$ cat src/rtl/fifo_flags.sv
// fifo_flags: synchronous FIFO with occupancy count, almost-full/almost-empty thresholds and sticky errors.
// Define FIFO_FWFT_EN for first-word fall-through output; otherwise reads are registered into odata.
module fifo_flags #(
  parameter int WIDTH    = 8,
  parameter int NCBIT    = 4,
  parameter int AF_LEVEL = (1 << NCBIT) - 2,
  parameter int AE_LEVEL = 2
) (
  input  logic             clk,
  input  logic             rst,
  input  logic             wr_en,
  input  logic [WIDTH-1:0] idata,
  input  logic             rd_en,
  output logic [WIDTH-1:0] odata,
  output logic             ovalid,
  output logic             full,
  output logic             empty,
  output logic             afull,
  output logic             aempty,
  output logic [NCBIT:0]   count,
  output logic             overflow,
  output logic             underflow,
  input  logic             clr_err
);

  localparam int DEPTH = 1 << NCBIT;
  localparam logic [NCBIT:0]   C_DEPTH   = (NCBIT+1)'(DEPTH);
  localparam logic [NCBIT:0]   C_AF      = (NCBIT+1)'(AF_LEVEL);
  localparam logic [NCBIT:0]   C_AE      = (NCBIT+1)'(AE_LEVEL);
  localparam logic [NCBIT:0]   C_CNT_ONE = (NCBIT+1)'(1);
  localparam logic [NCBIT-1:0] C_PTR_ONE = NCBIT'(1);

  logic [WIDTH-1:0] r_mem [DEPTH];
  logic [NCBIT-1:0] r_wp;
  logic [NCBIT-1:0] r_rp;
  logic [NCBIT:0]   r_count;
  logic             r_ovf;
  logic             r_udf;

  logic w_full;
  logic w_empty;
  logic w_wa;
  logic w_ra;

  assign w_full  = (r_count == C_DEPTH);
  assign w_empty = (r_count == '0);
  // A write into a full FIFO is accepted only when a pop frees a slot on the same edge.
  assign w_wa    = wr_en & (~w_full | rd_en);
  assign w_ra    = rd_en & ~w_empty;

  assign full      = w_full;
  assign empty     = w_empty;
  assign afull     = (r_count >= C_AF);
  assign aempty    = (r_count <= C_AE);
  assign count     = r_count;
  assign overflow  = r_ovf;
  assign underflow = r_udf;

  always_ff @(posedge clk) begin
    if (w_wa) r_mem[r_wp] <= idata;
  end

  always_ff @(posedge clk or posedge rst) begin
    if (rst) begin
      r_wp    <= '0;
      r_rp    <= '0;
      r_count <= '0;
      r_ovf   <= 1'b0;
      r_udf   <= 1'b0;
    end else begin
      if (w_wa) r_wp <= r_wp + C_PTR_ONE;
      if (w_ra) r_rp <= r_rp + C_PTR_ONE;
      case ({w_wa, w_ra})
        2'b10:   r_count <= r_count + C_CNT_ONE;
        2'b01:   r_count <= r_count - C_CNT_ONE;
        default: r_count <= r_count;
      endcase
      // Set events take priority over a simultaneous clear.
      if (wr_en & ~w_wa)   r_ovf <= 1'b1;
      else if (clr_err)    r_ovf <= 1'b0;
      if (rd_en & ~w_ra)   r_udf <= 1'b1;
      else if (clr_err)    r_udf <= 1'b0;
    end
  end

`ifdef FIFO_FWFT_EN
  assign odata  = r_mem[r_rp];
  assign ovalid = ~w_empty;
`else
  logic [WIDTH-1:0] r_odata;
  logic             r_ovalid;

  always_ff @(posedge clk or posedge rst) begin
    if (rst) begin
      r_odata  <= '0;
      r_ovalid <= 1'b0;
    end else begin
      if (w_ra) r_odata <= r_mem[r_rp];
      r_ovalid <= w_ra;
    end
  end

  assign odata  = r_odata;
  assign ovalid = r_ovalid;
`endif

endmodule

$ cat config.mk
export PLATFORM = sky130hd
export DESIGN_NAME = fifo_flags
export DESIGN_NICKNAME = d
export VERILOG_FILES = /design/src/rtl/fifo_flags.sv
export SDC_FILE = /design/constraint.sdc
export NUM_CORES = 1
export LEC_CHECK = 0
export CORE_MARGIN = 5
export CORE_UTILIZATION = 40
export CTS_BUF_LIST = sky130_fd_sc_hd__clkbuf_4 sky130_fd_sc_hd__clkbuf_8
export CTS_CLUSTER_DIAMETER = 50
export DETAILED_ROUTE_END_ITERATION = 6
export SYNTH_ARGS = -nofsm -noshare
export SYNTH_HDL_FRONTEND = slang
export SYNTH_SLANG_ARGS = --single-unit
$ cat constraint.sdc
create_clock -name clk -period 3.75 [get_ports clk]
set_clock_uncertainty 0.1 [all_clocks]
set_input_delay 0.375 -clock clk [delete_from_list [all_inputs] [get_ports clk]]
set_output_delay 0.375 -clock clk [all_outputs]
set_load 0.03 [all_outputs]
==> flow_summary.toml <==
[placement]
detailed_place_hpwl_microns = 7721
place.gp.congestion = 0.7379
placement_cell_area_sq_mm = 0.006699
placed_cells_incl_taps = 541
dpl_worst_slack_ns = 0.5654
buffer_ports.inserted = 32

[synthesis]
syn_inst = 321
synthFlopType = "edfxtp_1"
synth_enable_flop_cells = 128
synth.net_count = 344
count_of_warnings_emitted_by_yosys = 0
ys_types = 37
yosys_register_bits = 152
ys_seq_area_share_pct = 72.43
post-synth-top-area-cell = "edfxtp_1"
synth.cell_area_sq_mm = 0.006136
post-synth-top-area-fraction_pct = 62.64
synth_async_sr_flop_share_pct = 15.79
leading_cell_types_by_total_area_after_synthesis = "edfxtp_1 (63%), mux4_2 (12%), dfrtp_1 (9.8%)"
synthesis.area_per_instance_sq_um = 19.11

[routing]
wl_per_cell_microns = 20.61
drcViolationCount = 0
antenna_violating_nets_post_route = 0
drt_wl_total_microns = 11810
first_iter_violations = 193
drt_pre_antenna_iters = 4
route.vias.total = 2989
drt-vias-per-instance = 5.216

[timing]
maxSlewViolCount = 0
timing.setup.tns_ns = 0
final_min_period_over_clock_period_pct = 83.06
setup_slack_ns = 0.6352
finalSetupViolCount = 0
finalHoldViolCount = 0
layout_min_cycle_time_ns = 3.115
worst_slew_pin_slew_ns = 0.9288
max-slew-margin-rel_pct = 38.01
rsz0062_at_grt = "false"
fmax_mhz = 321.0

[clock_tree]
clock_input_transition_at_the_sequential_cells_of_the_worst_setup_and_hold_paths_ns = 0.09
tritoncts.num_buffers = 17
cts_tree = "built"
cts.path.max_buffers = 2
worstSkewPairLatency_ns = 0.43
cts-root-buf = "clkbuf_8"
cts_num_sinks = 152
hold_buffers = 0
post_cts_resized = 0
cts.htree.levels = 4
postCtsSetupBuffers = 0

[floorplan]
design.core.area_sq_mm = 0.01515
fp-row-count = 45
die_area_sq_mm = 0.01792
floorplan.io_pins = 33
fp.dieH_microns = 133.9
starting_density_of_the_core_pct = 40.51
die_width_microns = 133.9

[worst_setup_path]
crit_fanout = 12
critical_path.cell_chain = "or4_4 > o21ai_4 > inv_4 > ha_1 > fa_1 > a21o_1 > a21oi_1 > mux2i_1 > xnor2_1"
timing.critical_path.max_delay_family = "adder cells"
cpMaxStageDelayCell = "or4_4"
endpoint_kind = "flip-flop"
path_buf_inv = 1
worst-r2r-setup-slack_ns = 0.64
critical_path.reg2reg.startpoint = "count[1]$_DFFE_PP0P_"
critPathLaunchType = "flip-flop"
ff2ff_path_depth = 9
crit-reg2reg-capture = "count[4]$_DFFE_PP0P_"
slowest_delay_ns = 0.56
setup_crit_path_kind = "reg2reg"
arrival_ns = 3.38
cp.required_ns = 4.01

[finish]
layout.cells.most_common = "edfxtp_1"
finish.net_count = 395
fin_area_sq_mm = 0.007056
final_util_pct = 46.58
n_fill_cell = 1280
post_route_cells_drive_above_1_share_pct = 23.12
area_overhead_of_the_layout_relative_to_synthesis_pct = 14.99
insertedDiodeCount = 0
most_frequent_cells_in_the_layout = "edfxtp_1 (128), mux4_2 (32), clkdlybuf4s50_1 (32), dfrtp_1 (24), nand2_1 (23)"
layout.cells.non_filler = 573

[power]
power.static_leakage_uw = 0.002449
max-vdd-ir-drop_mv = 0.4125
power.density_cell_area_mw_per_mm2 = 735.5

[global_routing]
grt_first_pass_wirelength_microns = 18400
global_route.usage.total_pct = 13.99
grt_overflow_total = 0
via_count_of_the_first_global_routing_pass = 3143
maximum_number_of_pins_on_one_net_before_global_route_repair = 35
grt_antenna_before_repair = 0

[flow_run]
cap_viol_max_count = 0

[run_status]
outcome = "completed"

[min_path]
hold_path.class = "in2async"
## worst max-delay path by stage
stage	slack (ns)	startpoint	depth (start not counted)	to
finish	0.64	count[1]$_DFFE_PP0P_	9	count[4]$_DFFE_PP0P_
global route	0.45	count[3]$_DFFE_PP0P_	9	count[4]$_DFFE_PP0P_
CTS	0.64	count[1]$_DFFE_PP0P_	9	count[4]$_DFFE_PP0P_
detailed placement	0.57	rd_en	10	count[4]$_DFFE_PP0P_
global placement	0.65	rd_en	10	count[4]$_DFFE_PP0P_
floorplan	0.87	count[1]$_DFFE_PP0P_	9	count[4]$_DFFE_PP0P_
## power breakdown
group,total [uW],switching [uW],internal (uW)
Combinational,1810,995,811
Clock,1120,584,532
Sequential,2270,170,2100
Total,5190,1750,3440
## per-stage QoR
stage / total power, uW / hold WS (ns)
3_5_place_dp: 4149 / 0.3813
5_1_grt: 5487 / 0.4191
3_3_place_gp: 4121 / 0.3746
6_report: 5189 / 0.3448
4_1_cts: 5275 / 0.3633
2_1_floorplan: 3578 / 0.2896
## sequential cells by signal (all words and copies together), names as in the netlist
signal and count:
r_mem 128, odata 8, count 5, r_rp 4, r_wp 4, ovalid 1, overflow 1, underflow 1
## cells in the mapped netlist (4+ instances only)
| cell | number |
|---|---|
| mux4_2 | 32 |
| mux2i_1 | 17 |
| buf_6 | 4 |
| nor2_1 | 14 |
| ha_1 | 9 |
| inv_1 | 10 |
| xnor2_1 | 9 |
| buf_4 | 5 |
| dfrtp_1 | 24 |
| edfxtp_1 | 128 |
| o221ai_1 | 7 |
| o21ai_0 | 5 |
| nand2_1 | 23 |
| nor3_1 | 4 |
## cells by family after synthesis
logic type | after synthesis | synth area share [%]
DFF | 152 | 72.43
muxes | 51 | 14.89
and+or+nand+nor | 51 | 3.976
buffers and inverters | 27 | 2.549
AOI/OAI and AO/OA | 20 | 2.569
xor gates and xnor gates | 10 | 1.428
adders and majority gates | 10 | 2.162
## per-layer routing
layer / part of all wire (%) / routed length, microns / GRT usage (%)
met2: 47 / 5532 / 21.00
met4: 0.93 / 110 / 4.171
met3: 5.9 / 699 / 5.326
met5: 0 / 0 / 0
met1: 46 / 5468 / 19.12
## worst register-to-register path, delay by kind of cell (launching register included)
kind                       cells  cell delay [ns]
DFF                            1             0.47
buffers and inverters          1             0.12
muxes                          1             0.24
xor gates and xnor gates       1             0.14
adders and majority gates      2             0.72
and+or+nand+nor                1             0.57
AOI/OAI and AO/OA              3             0.69
## final cells by class
| type | count | area (sq um) | area share, % |
|---|---|---|---|
| clock buffers | 18 | 247.7 | 3.511 |
| well taps | 188 | 235.2 | 3.334 |
| inverters | 11 | 43.79 | 0.6207 |
| multi-input cells | 142 | 1535 | 21.76 |
| clock inverters | 14 | 108.9 | 1.543 |
| flip-flops and latches | 152 | 4444 | 62.99 |
| repair buffers | 48 | 440.4 | 6.242 |
Note: power is estimated with default switching activity, not from simulation.
